### src/rtl/baccarat_round_fsm.sv
// baccarat_round_fsm: deals one baccarat round in strict order and applies the natural and third-card rules
// Ports:
//   clk             round clock, all state changes on the rising edge
//   reset           asynchronous, active-low
//   step            advance request, one action per clock with step=1
//   new_card        rank from the card generator (1=A .. 13=K)
//   pcard1..pcard3  player card ranks, 0 = not dealt
//   dcard1..dcard3  dealer card ranks, 0 = not dealt
//   pscore, dscore  hand scores 0..9
//   endround        high while the round is finished
//   pwin, dwin, tie result flags, valid only while endround is high
module baccarat_round_fsm #(
   parameter logic [3:0] NATURAL_MIN      = 4'd8,
   parameter logic [3:0] PLAYER_STAND_MIN = 4'd6
) (
   input  logic       clk,
   input  logic       reset,
   input  logic       step,
   input  logic [3:0] new_card,
   output logic [3:0] pcard1,
   output logic [3:0] pcard2,
   output logic [3:0] pcard3,
   output logic [3:0] dcard1,
   output logic [3:0] dcard2,
   output logic [3:0] dcard3,
   output logic [3:0] pscore,
   output logic [3:0] dscore,
   output logic       endround,
   output logic       pwin,
   output logic       dwin,
   output logic       tie
);

   typedef enum logic [2:0] {P1, D1, P2, D2, CHECK, DCHK, END} state_t;

   state_t     state, state_nxt;
   logic [3:0] pc1_nxt, pc2_nxt, pc3_nxt, dc1_nxt, dc2_nxt, dc3_nxt;
   logic [3:0] v;
   logic       ddraw;

   // ranks outside 1..9 (tens, faces, out-of-range codes) are worth nothing
   function automatic logic [3:0] card_value(input logic [3:0] rank);
      return (rank >= 4'd1 && rank <= 4'd9) ? rank : 4'd0;
   endfunction

   function automatic logic [3:0] score(input logic [3:0] a, input logic [3:0] b, input logic [3:0] c);
      logic [4:0] s;
      s = {1'b0, card_value(a)} + {1'b0, card_value(b)} + {1'b0, card_value(c)};
      return s >= 5'd20 ? 4'(s - 5'd20) : s >= 5'd10 ? 4'(s - 5'd10) : s[3:0];
   endfunction

   assign pscore = score(pcard1, pcard2, pcard3);
   assign dscore = score(dcard1, dcard2, dcard3);

   // dealer third-card table, indexed by dealer two-card score and player third-card value
   assign v     = card_value(pcard3);
   assign ddraw = dscore <= 4'd2 ? 1'b1 :
                  dscore == 4'd3 ? v != 4'd8 :
                  dscore == 4'd4 ? (v >= 4'd2 && v <= 4'd7) :
                  dscore == 4'd5 ? (v >= 4'd4 && v <= 4'd7) :
                  dscore == 4'd6 ? (v >= 4'd6 && v <= 4'd7) : 1'b0;

   always_ff @(posedge clk or negedge reset) begin
      if (!reset) begin
         state  <= P1;
         pcard1 <= '0;
         pcard2 <= '0;
         pcard3 <= '0;
         dcard1 <= '0;
         dcard2 <= '0;
         dcard3 <= '0;
      end else if (step) begin
         state  <= state_nxt;
         pcard1 <= pc1_nxt;
         pcard2 <= pc2_nxt;
         pcard3 <= pc3_nxt;
         dcard1 <= dc1_nxt;
         dcard2 <= dc2_nxt;
         dcard3 <= dc3_nxt;
      end
   end

   always_comb begin
      state_nxt = state;
      pc1_nxt   = pcard1;
      pc2_nxt   = pcard2;
      pc3_nxt   = pcard3;
      dc1_nxt   = dcard1;
      dc2_nxt   = dcard2;
      dc3_nxt   = dcard3;
      case (state)
         P1: begin pc1_nxt = new_card; state_nxt = D1; end
         D1: begin dc1_nxt = new_card; state_nxt = P2; end
         P2: begin pc2_nxt = new_card; state_nxt = D2; end
         D2: begin dc2_nxt = new_card; state_nxt = CHECK; end
         CHECK: begin
            if (pscore >= NATURAL_MIN || dscore >= NATURAL_MIN) state_nxt = END;
            else if (pscore < PLAYER_STAND_MIN) begin
               pc3_nxt   = new_card;
               state_nxt = DCHK;
            end else begin
               // player stands: dealer follows the simple draw-on-5-or-less rule
               dc3_nxt   = dscore <= 4'd5 ? new_card : dcard3;
               state_nxt = END;
            end
         end
         DCHK: begin
            dc3_nxt   = ddraw ? new_card : dcard3;
            state_nxt = END;
         end
         END: begin
            pc1_nxt   = '0;
            pc2_nxt   = '0;
            pc3_nxt   = '0;
            dc1_nxt   = '0;
            dc2_nxt   = '0;
            dc3_nxt   = '0;
            state_nxt = P1;
         end
         default: state_nxt = P1;
      endcase
   end

   // decoded straight from the state register so the downstream bet stage sees a clean edge
   assign endround = state == END;
   assign pwin     = endround && pscore > dscore;
   assign dwin     = endround && pscore < dscore;
   assign tie      = endround && pscore == dscore;

endmodule

### config.mk
export PLATFORM = sky130hd
export DESIGN_NAME = baccarat_round_fsm
export DESIGN_NICKNAME = d
export VERILOG_FILES = /design/src/rtl/baccarat_round_fsm.sv
export SDC_FILE = /design/constraint.sdc
export NUM_CORES = 1
export LEC_CHECK = 0
export CELL_PAD_IN_SITES_DETAIL_PLACEMENT = 0
export CELL_PAD_IN_SITES_GLOBAL_PLACEMENT = 2
export CORE_MARGIN = 2
export CORE_UTILIZATION = 33
export CTS_BUF_LIST = sky130_fd_sc_hd__clkbuf_8
export DETAILED_ROUTE_END_ITERATION = 10
export DONT_BUFFER_PORTS = 1
export GPL_TIMING_DRIVEN = 0
export PLACE_DENSITY = 0.77
export SYNTH_ARGS = -nofsm -noshare
export SYNTH_HDL_FRONTEND = slang
export SYNTH_SLANG_ARGS = --single-unit
### constraint.sdc
create_clock -name clk -period 13.3 [get_ports clk]
set_input_delay 1.33 -clock clk [delete_from_list [all_inputs] [get_ports clk]]
set_output_delay 1.33 -clock clk [all_outputs]
set_load 0.05 [all_outputs]
======== Word level (Yosys, flattened, before mapping) ========
Cells that the tools add are included.
operators by class
  bitwise gates (word level) .............. 0
  reductions and logical operators ........ 26
  $mul .................................... 0
  magnitude comparators ................... 27
  eq/ne operators ......................... 17
  shift operators ......................... 0
  divide/modulo/power cells ............... 0
  mux-type cells .......................... 30
  add/sub/neg operators ................... 8
operators by type and width
  kind                 number
  $mux 4               16
  $pmux 4 s2           5
  $ge 4x1->1 const B   6
  $le 4x4->1 const B   6
  $pmux 3 s6           1
  $eq 4x3->1 const B   3
  $logic_and 1x1->1    12
  $pmux 4 s3           1
  $add 4x4->5          2
  $add 5x4->5          2
  $ge 5x4->1 const B   2
  $ge 5x5->1 const B   2
  $ne 2x2->1 const B   5
  $reduce_bool 2->1    5
  $eq 3x3->1 const B   3
  $ge 4x3->1 const B   2
  $ge 4x4->1 const B   2
  $le 4x3->1 const B   2
  $reduce_and 2->1     4
  $sub 4x3->4 const B  2
  $sub 4x4->4 const B  2
  $eq 3x2->1 const B   2
  $reduce_and 6->1     1
  $mux 1               5
  14 further kinds     15
storage, ports and cells
  memory bits (writable) .................. 0
  memories kept ........................... 0
  output and inout port bits .............. 36
  ROM bits ................................ 0
  register bits after elaboration ......... 27
  bits of input ports ..................... 7
  latch bits .............................. 0

======== Logic depth before layout (Yosys ltp) ========
  depth in word-level cells ............... 16
  depth in mapped cells ................... 21
  mapped depth without buffers ............ 21

======== Worst setup path before layout ========
No wires, ideal clock.
  path type ............................... flip-flop to output port
  start point ............................. register pcard3[1]
  end point ............................... output port tie
  slack ................................... 6.074 ns
  buffers on the path ..................... 0
  required time ........................... 11.970 ns
  arrival time ............................ 5.896 ns
  cell stages (with the launch flop) ...... 14
  path through ............................ dfrtp_1 nor2b_1 fa_1 ha_1 fa_1 xor2_1 inv_1 ha_1 a311oi_1 mux2i_1 xnor2_1 ha_1 nand3_1 nor4b_1
on the way
  word-level cells in the longest chain between the ends .. 9
ends and longest elaborated chain
  element                                           line  RTL
  start, declared                                   22    output logic [3:0] pcard3,
  start signal, assigned                            76    pcard3 <= pc3_nxt;
  $ge 4x1->1 / $le 4x4->1 (equally long branches)   43    return (rank >= 4'd1 && rank <= 4'd9) ? rank : 4'd0;
  $logic_and 1x1->1                                 43
  $mux 4 (*)                                        43
  $add 5x4->5 (*)                                   48    s = {1'b0, card_value(a)} + {1'b0, card_value(b)} + {1'b0, card_value(c)};
  $sub 4x4->4 / $ge 5x4->1 (equally long branches)  49    return s >= 5'd20 ? 4'(s - 5'd20) : s >= 5'd10 ? 4'(s - 5'd10) : s[3:0];
  $mux 4                                            49
  $mux 4 (*)                                        49
  via pscore[1]                                     26    output logic [3:0] pscore,
  $eq 4x4->1 (*)                                    128   assign tie = endround && pscore == dscore;
  $logic_and 1x1->1 (*)                             128
  end, declared                                     31    output logic tie
The timed path passes the listed nets; every way through them passes the cells marked *.

======== Final worst setup path ========
Ends and elaborated chain as after synthesis.

==> metrics.cfg <==
[critical_path]
critPathBufInv = 1
crit_path_end_kind = output port
max_stage_delay_ns = 1.02
critPathRequiredTime_ns = 11.97
start_kind = flip-flop
slowest_stage = nor4b_2
crit_family = adder cells
crit_type = reg -> out
worstPathMaxFanout = 7
path_cells = nor2b_1 -> fa_1 -> ha_1 -> fa_1 -> xor2_1 -> inv_1 -> ha_1 -> a311oi_1 -> mux2i_1 -> xnor2_1 -> ha_1 -> nand3_1 -> nor4b_2
arrival_ns = 5.95
worst_path_most_repeated_cell = ha_1

[drt]
firstDrtPassIters = 4
drc_errors = 0
drtIter0Drc = 73
wl_per_cell_um = 16.02
vias = 2039
vias_per_cell = 5.242
drt-total-wl_um = 6231
ant_nets = 0

[global_routing]
grt_pass1_wl_um = 10190
grt_use_total_pct = 16.40
antenna_found_initial = 0
gr-total-overflow = 0
grt_start_max_net_pins = 28
grt_pass1_vias = 1981

[synth]
synth-main-ff-cell = dfrtp_1
ys_warn_count = 0
ys_seq_area_share_pct = 28.05
ys_types = 49
synth-edff-count = 0
syn_avg_cell_area_um2 = 8.481
synth_area_mm2 = 0.002409
syn-num-nets = 316
ys_seq_elements = 27
synthCells = 284
ys_async_sr_fraction_pct = 100.0

[sta]
clock_skew_ns = 0.007928
hold_viol_final = 0
slew-limit-headroom_pct = 19.53
period_share_pct = 54.76
slew_viol_final = 0
timing.final.crit_period_ns = 7.283
tns_ns = 0
worst_slew_pin_slew_ns = 1.198
grt_setup_unrepaired = false
setup_viol = 0
max_freq_mhz = 137.3

[clocking]
cts.sinks = 27
htree_levels = 1
root_buffer = clkbuf_8
cts_buffer_depth = 2
post_cts_buffers = 0
path_clk_slew_ns = 0.09
clk_latency_ns = 0.27
cts_hold_buf = 0
cts-buffers-inserted = 3
cts_tree = done
ctsResizeCount = 0

[outcome]
outcome = finished, final reports clean

[final_layout]
final_common_cell = nand2_1
areaGrowthSynthToFinish_pct = 7.948
nets = 323
antenna_cells = 0
drive_above_1_share_pct = 8.621
fillers = 764
mostFrequentLayoutCells = nand2_1, o21ai_0, dfrtp_1

[min_path]
hp-class = in -> async

[die]
dieArea_mm2 = 0.007998
die_w_um = 89.43
initial_core_util_pct = 33.57
die_h_um = 89.43
rows = 31
core_mm2 = 0.007176
pin_count = 43

[flow_run]
cap_viol_max_count = 0

[place]
dp_hpwl_um = 4954
gp_congestion = 0.8092
io_buffers = 0

-- synthesized netlist by cell type (all sizes together) (2+ instances only) --
master	count	area [um2]
nand4b	2	17.52
a21oi	19	95.09
ha	15	187.7
a31oi	6	37.54
nand4	4	25.02
and3	2	12.51
nand3	7	40.04
a311oi	2	17.52
nor2b	17	106.4
dfrtp	27	675.7
a211oi	2	15.01
nor2	17	63.81
a21boi	2	18.77
xor2	2	25.03
fa	10	200.2
nor3	3	15.01
o22ai	5	31.28
o21ai	29	145.1
inv	21	78.82
a21o	2	16.27
mux2	10	127.6
mux2i	2	20.02
o211ai	2	15.01
nand2	38	142.6
nor4b	2	23.77
clkbuf	5	18.77
xnor2	2	17.52
nor3b	8	65.06
and2	10	62.56
-- through the flow --
stage | cell area (um2) | std cells | setup WS [ns] | utilization, % | hold WS, ns
after floorplan | 2409 | 284 | 6.074 | - | 0.6476
after global placement | 2532 | 383 | 5.534 | 35.29 | 0.7222
after detailed placement | 2555 | 385 | 6.284 | 35.61 | 0.7268
after CTS | 2600 | 389 | 5.953 | 36.23 | 0.7393
after global routing | 2600 | 389 | 5.582 | 36.23 | 0.7255
final | 2600 | 389 | 6.017 | 36.23 | 0.7413
-- flip-flops by register name, indices dropped and copies added, names as in the netlist --
name,cells
state,3
pcard3,4
pcard2,4
dcard1,4
dcard2,4
dcard3,4
pcard1,4
-- final timing paths --
kind / slack (ns) / cells past startpoint / endpoint / startpoint
min reg2reg: 0.76 / 3 / state[0] / state[0]
min: 0.74 / 0 / dcard1[2] / reset
max: 6.02 / 13 / tie / pcard3[1]
min in group clk: 0.76 / 3 / state[0] / state[0]
max in group asynchronous: 12.48 / 0 / pcard1[2] / reset
max reg2reg: 8.16 / 14 / dcard3[2] / dcard2[1]
-- area by class of cell --
cell class | instances | area [um2] | share of cell area, %
Sequential cell | 27 | 675.6 | 25.99
Buffer | 5 | 18.77 | 0.7218
Inverter | 21 | 78.83 | 3.032
Tap cell | 99 | 123.9 | 4.764
Timing Repair Buffer | 2 | 11.26 | 0.4331
Multi-Input combinational cell | 231 | 1647 | 63.33
Clock inverter | 1 | 3.754 | 0.1444
Clock buffer | 3 | 41.29 | 1.588
-- layer usage --
layer	part of all wire [%]	track usage, %
met2	45	25.45
met5	0	0
met3	6.8	2.770
met4	0.88	3.528
met1	47	24.01
-- worst register-to-register path, stage by stage, from the launching register on --
cell and delay (ns):
dfrtp_1 0.75, nor2b_1 0.26, fa_1 0.45, ha_1 0.26, fa_1 0.49, inv_1 0.20, ha_1 0.22, a21bo_2 0.27
and2_1 0.19, a21boi_2 0.16, o21ai_1 0.18, nand2_1 0.37, a311o_1 0.47, a221o_2 0.46, mux2_4 0.31
-- cell families (layout without fill, tap and decap cells) --
logic type	Yosys count	in the layout	share of synthesized area (%)
flip-flops	27	27	28.05
adder cells (fa/ha/maj)	25	25	16.10
multiplexers	12	12	6.130
buffers and inverters	26	32	4.052
AO/OA/AOI/OAI	76	76	18.91
XOR/XNOR	4	4	1.767
AND/OR/NAND/NOR	114	114	24.99
Power is not shown: default switching activity piles up to over one toggle a cycle in this logic, so the estimate is an artifact.
